--- config.mk ---
export PLATFORM = sky130hd
export DESIGN_NAME = monopix_out_buffer_flat
export DESIGN_NICKNAME = d
export VERILOG_FILES = /design/src/rtl/monopix_out_buffer_pkg.sv /design/src/rtl/monopix_out_buffer_if.sv /design/src/rtl/monopix_out_buffer_ram.sv /design/src/rtl/monopix_out_buffer.sv /design/src/flat_wrapper.sv
export SDC_FILE = /design/constraint.sdc
export NUM_CORES = 1
export LEC_CHECK = 0
export BUFFER_PORTS_ARGS = -buffer_cell sky130_fd_sc_hd__buf_4
export CORE_UTILIZATION = 45
export CTS_BUF_LIST = sky130_fd_sc_hd__clkbuf_16
export CTS_CLUSTER_DIAMETER = 150
export CTS_CLUSTER_SIZE = 10
export DETAILED_ROUTE_END_ITERATION = 7
export MAX_ROUTING_LAYER = met4
export PLACE_DENSITY = 0.69
export SYNTH_ARGS = -nofsm -noshare
export SYNTH_HDL_FRONTEND = slang
export SYNTH_SLANG_ARGS = --single-unit
--- constraint.sdc ---
create_clock -name BUS_CLK -period 5.03 [get_ports BUS_CLK]
set_input_delay 1.2575 -clock BUS_CLK [delete_from_list [all_inputs] [get_ports BUS_CLK]]
set_output_delay 1.2575 -clock BUS_CLK [all_outputs]
set_load 0.05 [all_outputs]
--- src/rtl/monopix_out_buffer_pkg.sv ---
// Shared defaults and helpers for the MIO output word buffer.
// The pointer width is derived here so the top and the RAM agree on it.
package monopix_out_buffer_pkg;

    localparam int unsigned DEPTH_DEF           = 16;
    localparam int unsigned NEAR_FULL_LEVEL_DEF = 12;
    localparam int unsigned WORD_W              = 32;
    localparam logic [7:0]  LOST_CNT_MAX        = 8'hFF;

    typedef logic [WORD_W-1:0] word_t;

    function automatic int unsigned ptr_width(input int unsigned depth);
        return $clog2(depth);
    endfunction

endpackage

--- src/rtl/monopix_out_buffer_if.sv ---
// Word handshake between arbiter, buffer and the downstream SRAM FIFO.
// The slave modport is the buffer; master is the arbiter/SRAM side.
interface monopix_out_buffer_if;
    import monopix_out_buffer_pkg::*;

    logic  IN_WRITE;
    word_t IN_DATA;
    logic  IN_READY;
    logic  OUT_WRITE;
    word_t OUT_DATA;
    logic  OUT_FULL;

    modport slave (
        input  IN_WRITE,
        input  IN_DATA,
        output IN_READY,
        output OUT_WRITE,
        output OUT_DATA,
        input  OUT_FULL
    );

    modport master (
        output IN_WRITE,
        output IN_DATA,
        input  IN_READY,
        input  OUT_WRITE,
        input  OUT_DATA,
        output OUT_FULL
    );

endinterface

--- src/rtl/monopix_out_buffer_ram.sv ---
// Simple dual-port word store: synchronous write, asynchronous read.
// Written without reset so it maps onto distributed RAM.
module out_buffer_ram
    import monopix_out_buffer_pkg::*;
#(
    parameter int unsigned DEPTH = DEPTH_DEF,
    parameter int unsigned PTR_W = ptr_width(DEPTH)
) (
    input  logic             i_clk,
    input  logic             i_wr_en,
    input  logic [PTR_W-1:0] i_wr_addr,
    input  word_t            i_wr_data,
    input  logic [PTR_W-1:0] i_rd_addr,
    output word_t            o_rd_data
);

    word_t r_mem [DEPTH];

    always_ff @(posedge i_clk) begin
        if (i_wr_en) begin
            r_mem[i_wr_addr] <= i_wr_data;
        end
    end

    assign o_rd_data = r_mem[i_rd_addr];

endmodule

--- src/rtl/monopix_out_buffer.sv ---
// Elastic show-ahead buffer from the readout arbiter to the MIO SRAM FIFO,
// with a fill-level veto and lost/forwarded word counters.
module monopix_out_buffer
    import monopix_out_buffer_pkg::*;
#(
    parameter  int unsigned DEPTH           = DEPTH_DEF,
    parameter  int unsigned NEAR_FULL_LEVEL = NEAR_FULL_LEVEL_DEF,
    localparam int unsigned PTR_W           = ptr_width(DEPTH),
    localparam int unsigned FILL_W          = PTR_W + 1
) (
    input  logic                    BUS_CLK,
    input  logic                    BUS_RST_N,
    monopix_out_buffer_if.slave     bus,
    input  logic                    FLUSH,
    input  logic                    CLEAR_CNT,
    output logic                    NEAR_FULL,
    output logic [FILL_W-1:0]       FILL,
    output logic [7:0]              LOST_CNT,
    output logic [31:0]             WORD_CNT
);

    localparam logic [FILL_W-1:0] FILL_FULL = FILL_W'(DEPTH);
    localparam logic [FILL_W-1:0] FILL_NEAR = FILL_W'(NEAR_FULL_LEVEL);

    logic [PTR_W-1:0]  r_wr_ptr;
    logic [PTR_W-1:0]  r_rd_ptr;
    logic [FILL_W-1:0] r_fill;
    logic [7:0]        r_lost_cnt;
    logic [31:0]       r_word_cnt;

    logic  w_in_ready;
    logic  w_out_write;
    logic  w_push;
    logic  w_pop;
    logic  w_lost;
    word_t w_rd_data;

    // Ready depends only on registered fill, so a pop cannot open a slot
    // for a push in the same cycle.
    assign w_in_ready  = (r_fill != FILL_FULL);
    assign w_out_write = (r_fill != '0) & ~bus.OUT_FULL & ~FLUSH;
    assign w_push      = bus.IN_WRITE & w_in_ready & ~FLUSH;
    assign w_pop       = w_out_write;
    assign w_lost      = bus.IN_WRITE & ~w_in_ready & ~FLUSH;

    out_buffer_ram #(
        .DEPTH (DEPTH),
        .PTR_W (PTR_W)
    ) u_ram (
        .i_clk     (BUS_CLK),
        .i_wr_en   (w_push),
        .i_wr_addr (r_wr_ptr),
        .i_wr_data (bus.IN_DATA),
        .i_rd_addr (r_rd_ptr),
        .o_rd_data (w_rd_data)
    );

    always_ff @(posedge BUS_CLK or negedge BUS_RST_N) begin
        if (!BUS_RST_N) begin
            r_wr_ptr <= '0;
            r_rd_ptr <= '0;
            r_fill   <= '0;
        end else if (FLUSH) begin
            r_wr_ptr <= '0;
            r_rd_ptr <= '0;
            r_fill   <= '0;
        end else begin
            if (w_push) begin
                r_wr_ptr <= r_wr_ptr + PTR_W'(1);
            end
            if (w_pop) begin
                r_rd_ptr <= r_rd_ptr + PTR_W'(1);
            end
            case ({w_push, w_pop})
                2'b10:   r_fill <= r_fill + FILL_W'(1);
                2'b01:   r_fill <= r_fill - FILL_W'(1);
                default: r_fill <= r_fill;
            endcase
        end
    end

    always_ff @(posedge BUS_CLK or negedge BUS_RST_N) begin
        if (!BUS_RST_N) begin
            r_lost_cnt <= '0;
            r_word_cnt <= '0;
        end else if (CLEAR_CNT) begin
            r_lost_cnt <= '0;
            r_word_cnt <= '0;
        end else begin
            if (w_pop) begin
                r_word_cnt <= r_word_cnt + 32'd1;
            end
            if (w_lost && (r_lost_cnt != LOST_CNT_MAX)) begin
                r_lost_cnt <= r_lost_cnt + 8'd1;
            end
        end
    end

    assign bus.IN_READY  = w_in_ready;
    assign bus.OUT_WRITE = w_out_write;
    assign bus.OUT_DATA  = w_rd_data;

    assign NEAR_FULL = (r_fill >= FILL_NEAR);
    assign FILL      = r_fill;
    assign LOST_CNT  = r_lost_cnt;
    assign WORD_CNT  = r_word_cnt;

endmodule

--- src/flat_wrapper.sv ---
// flat-port wrapper written by rule: the top's interface ports become plain ports
module monopix_out_buffer_flat import monopix_out_buffer_pkg::*;
#(
    parameter  int unsigned DEPTH           = DEPTH_DEF,
    parameter  int unsigned NEAR_FULL_LEVEL = NEAR_FULL_LEVEL_DEF,
    localparam int unsigned PTR_W           = ptr_width(DEPTH),
    localparam int unsigned FILL_W          = PTR_W + 1
)
  (BUS_CLK, BUS_RST_N, FLUSH, CLEAR_CNT, NEAR_FULL, FILL, LOST_CNT, WORD_CNT, bus_IN_WRITE, bus_IN_DATA, bus_IN_READY, bus_OUT_WRITE, bus_OUT_DATA, bus_OUT_FULL);
  monopix_out_buffer_if bus_i ();
  input  logic BUS_CLK;
  input  logic BUS_RST_N;
  input  logic FLUSH;
  input  logic CLEAR_CNT;
  output logic NEAR_FULL;
  output logic [FILL_W-1:0] FILL;
  output logic [7:0] LOST_CNT;
  output logic [31:0] WORD_CNT;
  input wire logic [$bits(bus_i.IN_WRITE)-1:0] bus_IN_WRITE;
  input wire logic [$bits(bus_i.IN_DATA)-1:0] bus_IN_DATA;
  output wire logic [$bits(bus_i.IN_READY)-1:0] bus_IN_READY;
  output wire logic [$bits(bus_i.OUT_WRITE)-1:0] bus_OUT_WRITE;
  output wire logic [$bits(bus_i.OUT_DATA)-1:0] bus_OUT_DATA;
  input wire logic [$bits(bus_i.OUT_FULL)-1:0] bus_OUT_FULL;
  assign bus_i.IN_WRITE = bus_IN_WRITE;
  assign bus_i.IN_DATA = bus_IN_DATA;
  assign bus_IN_READY = bus_i.IN_READY;
  assign bus_OUT_WRITE = bus_i.OUT_WRITE;
  assign bus_OUT_DATA = bus_i.OUT_DATA;
  assign bus_i.OUT_FULL = bus_OUT_FULL;
  monopix_out_buffer #(.DEPTH(DEPTH), .NEAR_FULL_LEVEL(NEAR_FULL_LEVEL)) u_core (.BUS_CLK(BUS_CLK), .BUS_RST_N(BUS_RST_N), .bus(bus_i), .FLUSH(FLUSH), .CLEAR_CNT(CLEAR_CNT), .NEAR_FULL(NEAR_FULL), .FILL(FILL), .LOST_CNT(LOST_CNT), .WORD_CNT(WORD_CNT));
endmodule
## Word-level counts from Yosys, hierarchy flattened

Memory sizes are Yosys's and may differ from the RTL's.
Cells that the tools add are included.

| storage, ports and cells | value |
|---|---|
| bits in writable memories | 512 |
| memories | 1 |
| register bits | 53 |
| output and inout port bits | 80 |
| logic and storage cells | 45 |
| input bits | 38 |

Memory list:

| memory | depth | width | read ports | clocked after Yosys merged registers in | write ports | RTL line | source |
|---|---|---|---|---|---|---|---|
| u_core.u_ram.r_mem | 16 | 32 | 1 | 0 | 1 | monopix_out_buffer_ram.sv:17 | `word_t r_mem [DEPTH];` |

| cells by class | value |
|---|---|
| add/sub/neg operators | 6 |
| bitwise operators | 9 |
| eq/ne operators | 4 |
| magnitude comparators | 1 |
| reductions and logical operators | 7 |
| muxes and demuxes | 12 |

Operators with widths:

| kind | count |
|---|---|
| 32-bit two-way mux | 2 |
| 32-bit by 1-bit adder with 32-bit output (second input constant) | 1 |
| 4-bit two-way mux | 4 |
| 8-bit two-way mux | 2 |
| 5-bit case mux with 2 select lines | 1 |
| 4-bit by 1-bit adder with 4-bit output (second input constant) | 2 |
| 8-bit by 1-bit adder with 8-bit output (second input constant) | 1 |
| 8-bit != test (second input constant) | 1 |
| 2-bit nonzero test | 4 |
| 1-bit AND | 6 |
| 5-bit by 1-bit adder with 5-bit output (second input constant) | 1 |
| 5-bit by 4-bit greater-or-equal comparator with 1-bit output (second input constant) | 1 |
| 5-bit two-way mux | 1 |
| 5-bit != test (second input constant) | 1 |
| 5-bit nonzero test | 1 |
| 5-bit by 1-bit subtractor with 5-bit output (second input constant) | 1 |
| 1-bit NOT | 3 |
| 3-bit nonzero test | 1 |
| 2-bit by 1-bit == test with 1-bit output (second input constant) | 1 |
| 2-bit == test (second input constant) | 1 |
| 1-bit two-way mux | 2 |
| 1-bit logical AND | 1 |

## Longest topological paths before layout

Gate-level depths: netlist of run 1.

| depth | value |
|---|---|
| depth in word-level cells | 7 |
| gate-level depth with buffers | 13 |
| gate-level depth less buffers | 11 |

## Cells and area by module

Synthesis of run 1 repeated with hierarchy kept, for this count alone.

| unflattened totals | value |
|---|---|
| cells, all modules | 1098 |
| area total of the unflattened synthesis | 22034.9 sq um |

By module, submodules not included:

| module | times used | area each (sq um) | cells an instance | seq. area each (sq um) |
|---|---|---|---|---|
| out_buffer_ram | 1 | 19213.4 | 806 | 15374.7 |
| monopix_out_buffer | 1 | 2821.5 | 292 | 1326.3 |

## Worst setup path after synthesis of run 1

No wires, ideal clock.

| timing path | value |
|---|---|
| path type | input to register |
| start | in bus_IN_WRITE |
| end | mem u_core.u_ram.r_mem[0][0] in the netlist's numbering, enable pin |
| setup time | 0.461 ns |
| arrival | 4.236 ns |
| cell stages on the path | 5 |
| setup slack | 0.333 ns |
| data required time | 4.569 ns |
| buffers on the path | 1 |
| cells stage by stage | clkbuf_1 -> o21ai_0 -> nor2_1 -> nand2_1 -> nor3_1 |

| between the ends | value |
|---|---|
| word-level cells in the longest chain between the ends | 4 |

Ends and longest elaborated chain:

| item | RTL line | source |
|---|---|---|
| start: declaration | flat_wrapper.sv:19 | `input wire logic [$bits(bus_i.IN_WRITE)-1:0] bus_IN_WRITE;` |
| 1-bit AND (2 in series) | monopix_out_buffer.sv:42 | `assign w_push = bus.IN_WRITE & w_in_ready & ~FLUSH;` |
| 1-bit two-way mux | monopix_out_buffer_ram.sv:20 | `if (i_wr_en) begin` |
| 1-bit two-way mux (implied by the code) | monopix_out_buffer_ram.sv:21 | `r_mem[i_wr_addr] <= i_wr_data;` |
| end: declaration | monopix_out_buffer_ram.sv:17 |  |

No other way between the ends.

## Final worst setup path of run 1

| timing path | value |
|---|---|
| start | reg u_core.r_rd_ptr[0] |
| end | out bus_OUT_DATA[26] |

| between the ends | value |
|---|---|
| word-level cells in the longest chain between the ends | 1 |

Ends and longest elaborated chain:

| item | RTL line | source |
|---|---|---|
| start: declaration | monopix_out_buffer.sv:26 | `logic [PTR_W-1:0] r_rd_ptr;` |
| start signal: assignment | monopix_out_buffer.sv:72 | `r_rd_ptr <= r_rd_ptr + PTR_W'(1);` |
| memory read 16 x 32 bit | - |  |
| end: declaration | flat_wrapper.sv:23 | `output wire logic [$bits(bus_i.OUT_DATA)-1:0] bus_OUT_DATA;` |

No other way between the ends.

==> run_results.csv, run 1 <==
group,metric,value,unit
sta,finClkSkew,22.5,ps
route,wire_per_inst,23.7,µm
yosys,synth_compound_area_share,5.93,%
yosys,synth_top_area_share,68.7,%
run_status,status,"finished, final reports clean",
sta,rsz0062_at_grt,"false",
floorplan,die_area,50600,µm²
critical_path,crit_slowest_cell,"dfrtp_4",
flow_run,maxCapViolations,0,
yosys,yosys.area_share.simple,4.65,%
route,ant_nets,0,
grt,grt_max_degree,65,
yosys,synth_warnings,0,
yosys,synthCells,1231,
grt,grt.overflow.total,0,
sta,max_freq,0.224,GHz
sta,fin_crit,4470,ps
clock_network,cts_resized,0,
yosys,syn_nets,1280,
sta,relSlewSlack,25.8,%
route,first_pass_iters,5,
yosys,synth_cell_types,51,
sta,finalSetupViolCount,0,
worst_hold_path,hp-class,"flip-flop to flip-flop",
clock_network,clk_latency,590,ps
route,routed_wl,49000,µm
placed_design,io_buffers,117,
yosys,ys_ff_latch,565,
critical_path,path_cells,"buf_4 > mux4_2 > a22oi_1 > o21ai_0 > buf_4",
yosys,async_reset_ff_share,9.38,%
layout,fin_nets,1438,
power,p_leak,8.60,nW
floorplan,coreArea,49000,µm²
yosys,synth_edf_count,512,
layout,drive_gt1_share,25.0,%
clock_network,cts_buffers,66,
yosys,synth.cell_area,22400,µm²
sta,slew_violations,0,
grt,grt_use_total,20.4,%
floorplan,dieWidth,225,µm
clock_network,path_clk_slew,70,ps
clock_network,htreeDepth,3,
floorplan,floorplan.initialDensity,45.7,%
yosys,synthAdderAreaFrac,0.649,%
power,vdd_drop_max,0.000365,V
critical_path,crit_fanout,42,
yosys,synth_top_family_by_area,"multiplexers",
critical_path,critical_path_arrival,3210,ps
layout,syn_to_final_growth,16.4,%
yosys,synth_flop_cell,"edfxtp_1",
placed_design,place_ws,1160,ps
route,routed_via_density,5.75,
critical_path,path_common_cell,"buf_4",
floorplan,die_h,225,µm
clock_network,clk_path_buf_depth,3,
sta,post-route-period-util,88.9,%
yosys,seq_area_frac_synth,74.6,%
clock_network,clock_sinks,565,
route,first_iter_violations,1182,
clock_network,postCtsSetupRepairBufs,0,
grt,grt_pass1_wl,74100,µm
layout,final_cell_count_no_fill,2072,
yosys,synth-xor-area-share,1.33,%
clock_network,cts_root_buffer,"clkbuf_16",
critical_path,endpoint_kind,"primary output",
layout,regArea,16700,µm²
sta,tns,0,ps
sta,setup_ws,560,ps
yosys,synth_area_leaders,"edfxtp_1, mux4_2, dfrtp_1, a211oi_1, mux2i_1",
route,post-route-drc-count,0,
critical_path,crit_type,"flip-flop to primary output",
placed_design,dp_hpwl,26700,µm
clock_network,tritoncts,"built",
floorplan,fp-row-count,81,
clock_network,cts.hold.buffers_added,0,
power,pwr_density_cell,420,nW/µm²
critical_path,required,3770,ps
sta,finalHoldViolCount,0,
floorplan,ios,118,
grt,antenna_found_initial,1,
yosys,synthMuxAreaShare,11.4,%
sta,tightest_slew,1110,ps
yosys,synth_top_area_cell,"edfxtp_1",
placed_design,dp.cells,1985,
critical_path,slowest_delay,930,ps
layout,post-route-util,53.2,%
layout,multi_input_area,5480,µm²
layout,nFillCells,3810,
route,vias,11900,
placed_design,finalWeightedCongestion,0.794,
grt,grt_pass1_vias,12200,
yosys,synth_area_per_cell,18.2,µm²
critical_path,startpoint_type,"flip-flop",
-- placed cells by master, fill, tap and decap left out, types with 3 or more instances in the layout --
master       n
edfxtp_1   512
buf_4      151
mux4_2      96
clkbuf_16   67
a211oi_1    59
a21oi_1     53
dfrtp_1     50
nor2_1      48
o21ai_0     42
mux2i_1     33
nand2_1     33
a22oi_1     32
nor2b_1     30
inv_1       30
xnor2_1     23
nor2_4      13
nand3_1     12
xor2_1      11
nand4_1     10
nor3_1      10
ha_1        10
or4_1        8
nor4_1       7
o31ai_1      6
mux2_2       5
nand2b_1     4
nor3_2       4
or3_1        4
and3_1       4
and2_1       3
o211ai_1     3
inv_6        3
buf_12       3
-- metrics by stage --
stage | hold WS [ps] | power (W) | cell area, µm²
5_1_grt | 596 | 0.0113 | 26000
3_5_place_dp | 548 | 0.00697 | 24300
6_report | 564 | 0.0109 | 26000
4_1_cts | 566 | 0.0110 | 26000
2_1_floorplan | 556 | 0.00650 | 22400
3_3_place_gp | 548 | 0.00695 | 24300
-- worst max-delay path: cells and delay by family, from the launching register on --
kind,cells,cell delay (ps)
AO/OA/AOI/OAI,2,370
buffers and inverters,2,740
flip-flops,1,930
multiplexers,1,550
-- per-layer routing --
layer | routed length, µm | vias up | GRT usage [%]
met5 | 0 | - | -
met4 | 1190 | 0 | 6.56
met3 | 3090 | 94 | 4.42
met2 | 23700 | 367 | 31.4
met1 | 21000 | 6193 | 27.2
li1 | - | 5267 | -
-- power by group --
part | internal [W] | switching, W | leakage (nW)
Combinational | 0.000649 | 0.000942 | 2.34
Sequential | 0.00518 | 0.0000853 | 5.34
Clock | 0.00236 | 0.00171 | 0.919
Total | 0.00819 | 0.00274 | 8.60
-- state kept, by name, summed over array words and instances, names as in the netlist --
signal	flops
u_core.FILL	5
u_core.WORD_CNT	32
u_core.r_rd_ptr	4
u_core.LOST_CNT	8
u_core.u_ram.r_mem	512
u_core.r_wr_ptr	4
-- final timing paths --
path / startpoint / end / slack [ps] / depth (start not counted)
setup reg to reg: u_core.FILL[0] / u_core.FILL[4] / 1840 / 11
min in group asynchronous: BUS_RST_N / u_core.LOST_CNT[7] / 710 / 1
hold reg to reg: u_core.WORD_CNT[8] / u_core.WORD_CNT[8] / 560 / 2
max in group asynchronous: BUS_RST_N / u_core.r_rd_ptr[1] / 3780 / 1
hold / removal: u_core.WORD_CNT[8] / u_core.WORD_CNT[8] / 560 / 2
setup / recovery: u_core.r_rd_ptr[0] / bus_OUT_DATA[26] / 560 / 5
-- cells in the mapped netlist (10+ instances only) --
cell / count
a22oi_1: 32
mux2i_1: 33
o21ai_0: 42
xor2_1: 11
nor2b_1: 30
a211oi_1: 59
mux4_2: 96
dfrtp_1: 53
nand4_1: 10
nor3_1: 14
nor2_1: 61
edfxtp_1: 512
nand2_1: 33
nand3_1: 12
xnor2_1: 23
inv_1: 15
buf_2: 10
clkbuf_1: 44
a21oi_1: 53
ha_1: 10
-- cells by family (layout without fill, tap and decap cells) --
family | after synthesis | after routing
other | 0 | 1
buffers and inverters | 79 | 255
multiplexers | 134 | 134
AO/OA/AOI/OAI | 207 | 207
adder cells (fa/ha/maj) | 11 | 11
flip-flops | 565 | 565
AND/OR/NAND/NOR | 201 | 201
XOR/XNOR | 34 | 34
-- area by class of cell --
type | count | area share, %
flip-flops and latches | 565 | 64.2
multi-input cells | 587 | 21.0
clock buffers | 67 | 6.44
repair buffers | 154 | 4.58
well taps | 664 | 3.19
clock inverters | 19 | 0.346
inverters | 15 | 0.216
diodes | 1 | 0.00961
Note: power is estimated with default switching activity, not from simulation.
==> run 2, diff against run 1 <==
--- a/config.mk
+++ b/config.mk
@@ -15,4 +15,5 @@
 export PLACE_DENSITY = 0.69
 export SYNTH_ARGS = -nofsm -noshare
 export SYNTH_HDL_FRONTEND = slang
+export SYNTH_HIERARCHICAL = 1
 export SYNTH_SLANG_ARGS = --single-unit
==> run 2 against run 1 <==
  * Clock skew down 6.4 ps
  * Register-to-register slack better by 360 ps
  * Global-route usage down 0.69 points
  * Critical path depth is the same
  * Sequential power rose by 0.9%
  * Sequential share of layout area grew 0.79 points
  * Largest cell class unchanged
  * Largest power group unchanged
==> run_results.csv, run 2 <==
group,metric,value,unit
layout,fin_nets,1309,
floorplan,floorplan.initialDensity,45.9,%
yosys,syn_nets,1144,
yosys,synth.cell_area,22000,µm²
yosys,synth_edf_count,512,
critical_path,crit_slowest_cell,"dfrtp_4",
route,routed_wl,46500,µm
grt,grt_use_total,19.7,%
route,vias,11100,
floorplan,ios,118,
critical_path,crit_buf_inv,2,
yosys,synthCells,1098,
grt,grt_pass1_vias,11600,
clock_network,clk_path_buf_depth,3,
sta,rsz0062_at_grt,"false",
layout,nFillCells,3698,
layout,syn_to_final_growth,16.7,%
grt,grt_pass1_wl,70500,µm
critical_path,critical_path_arrival,2830,ps
sta,finalHoldViolCount,0,
flow_run,maxCapViolations,0,
clock_network,cts_buffers,66,
critical_path,crit_type,"flip-flop to primary output",
clock_network,cts_resized,0,
layout,layout_commonest_cell,"edfxtp_1",
power,pwr_density_cell,472,nW/µm²
layout,final_cell_mix,"edfxtp_1, buf_4, mux4_2",
placed_design,io_buffers,117,
grt,grt.overflow.total,0,
placed_design,dp_hpwl,26100,µm
yosys,ys_ff_latch,565,
clock_network,cts_root_buffer,"clkbuf_16",
critical_path,required,3770,ps
yosys,synth_flop_cell,"edfxtp_1",
critical_path,slowest_delay,890,ps
clock_network,tritoncts,"built",
floorplan,dieWidth,223,µm
critical_path,cp_top_family,"flip-flops",
sta,tns,0,ps
critical_path,r2r_setup_slack,2200,ps
yosys,synth_commonest_cells,"edfxtp_1, mux4_2, a22oi_1",
floorplan,fp-row-count,80,
sta,finalSetupViolCount,0,
route,first_iter_violations,959,
run_status,status,"finished, final reports clean",
yosys,synth_area_leaders,"edfxtp_1, mux4_2, dfrtp_1, a22oi_1, xor2_1",
layout,regMostFlops,"u_core/u_ram/r_mem",
sta,tightest_slew,1030,ps
clock_network,clk_latency,580,ps
sta,fin_crit,4090,ps
route,wire_per_inst,24.6,µm
layout,largest_register_ffs,512,
worst_hold_path,hp-class,"flip-flop to flip-flop",
yosys,synth_area_per_cell,20.1,µm²
sta,finClkSkew,16.1,ps
power,vdd_drop_max,0.000335,V
clock_network,htreeDepth,3,
yosys,synth_top_area_cell,"edfxtp_1",
floorplan,coreArea,48000,µm²
clock_network,postCtsSetupRepairBufs,0,
route,first_pass_iters,4,
sta,relSlewSlack,31.4,%
grt,grt_max_degree,56,
floorplan,die_h,223,µm
clock_network,path_clk_slew,60,ps
route,routed_via_density,5.84,
critical_path,path_cells,"buf_12 > mux4_2 > a22oi_1 > nand2_1 > buf_4",
layout,drive_gt1_share,30.1,%
power,p_leak,8.48,nW
grt,antenna_found_initial,0,
clock_network,cts.hold.buffers_added,0,
critical_path,endpoint_kind,"primary output",
clock_network,clock_sinks,565,
yosys,synth_cell_types,45,
sta,slew_violations,0,
yosys,synth_warnings,6,
sta,post-route-period-util,81.2,%
placed_design,finalWeightedCongestion,0.749,
layout,diodes,0,
floorplan,die_area,49900,µm²
yosys,synth_most_common_cell,"edfxtp_1",
route,post-route-drc-count,0,
route,ant_nets,0,
layout,post-route-util,53.5,%
critical_path,startpoint_type,"flip-flop",
yosys,synth_top_area_share,69.8,%
yosys,async_reset_ff_share,9.38,%
critical_path,crit_fanout,48,
sta,max_freq,0.245,GHz
yosys,seq_area_frac_synth,75.8,%
==> run 2: changes by cell type in the layout (fill, tap and decap cells not counted), sizes merged, moves of 15 or more <==
| cell | change |
|---|---|
| nand2 | +21 |
| mux2i | -29 |
| mux4 | +32 |
| xnor2 | -15 |
| o21ai | -26 |
| a22oi | +32 |
| a21oi | -35 |
| a211oi | -56 |
| nor2b | -26 |
==> run 2: cell families (layout without fill, tap and decap cells) <==
logic type | count (synthesis) | after routing | share of synthesized area [%]
AO/OA/AOI/OAI | 104 | 104 | 3.19
XOR/XNOR | 33 | 33 | 1.35
adder cells (fa/ha/maj) | 8 | 8 | 0.488
buffers and inverters | 61 | 242 | 1.44
flip-flops | 565 | 565 | 75.8
multiplexers | 132 | 132 | 13.3
AND/OR/NAND/NOR | 195 | 195 | 4.48
==> run 2: area by class of cell <==
| cell class | instances | area [µm²] | share of cell area [%] |
|---|---|---|---|
| well taps | 615 | 769 | 2.99 |
| repair buffers | 151 | 1250 | 4.85 |
| clock buffers | 68 | 1700 | 6.62 |
| clock inverters | 16 | 114 | 0.443 |
| flip-flops and latches | 565 | 16700 | 65.0 |
| multi-input cells | 472 | 5150 | 20.0 |
| inverters | 7 | 26.3 | 0.102 |
==> run 2: stage by stage <==
stage / cell area [µm²] / instances / power, W / setup slack [ps] / hold WS, ps
floorplan: 22000 / 1098 / 0.00744 / 44.1 / 549
global placement: 23900 / 1810 / 0.00811 / 1460 / 548
detailed placement: 23900 / 1810 / 0.00812 / 1410 / 555
CTS: 25700 / 1894 / 0.0123 / 858 / 571
global route: 25700 / 1894 / 0.0126 / 785 / 590
finish: 25700 / 1894 / 0.0121 / 944 / 573
==> run 2: path summary, 6_finish.rpt <==
path	from	endpoint	cells after the start
min in group asynchronous	BUS_RST_N	u_core/WORD_CNT[10]	1
max in group asynchronous	BUS_RST_N	u_core/r_rd_ptr[0]	1
max reg2reg	u_core/FILL[0]	u_core/u_ram/r_mem[13][30]	6
max	u_core/r_rd_ptr[1]	bus_OUT_DATA[17]	5
min	u_core/WORD_CNT[31]	u_core/WORD_CNT[31]	2
min reg2reg	u_core/WORD_CNT[31]	u_core/WORD_CNT[31]	2
==> run 2: metal layers <==
| layer | vias up | wire (µm) | GRT usage [%] |
|---|---|---|---|
| met5 | - | 0 | - |
| met4 | 0 | 839 | 4.84 |
| met3 | 69 | 2790 | 3.95 |
| met2 | 358 | 23100 | 31.2 |
| met1 | 5821 | 19800 | 26.5 |
| li1 | 4816 | - | - |
==> run 2: power by group <==
part	total, W	internal (W)	leakage [nW]	switching [W]
registers	0.00532	0.00521	5.34	0.000109
clock network	0.00415	0.00241	0.928	0.00174
logic	0.00266	0.00118	2.21	0.00148
==> run 2: worst register-to-register path: stages, from the launching register on <==
cell and delay, ps:
dfrtp_1 480, nor4_4 110, a21bo_2 300, nor2_1 230
nand3_1 320, nor2_4 510, buf_4 500
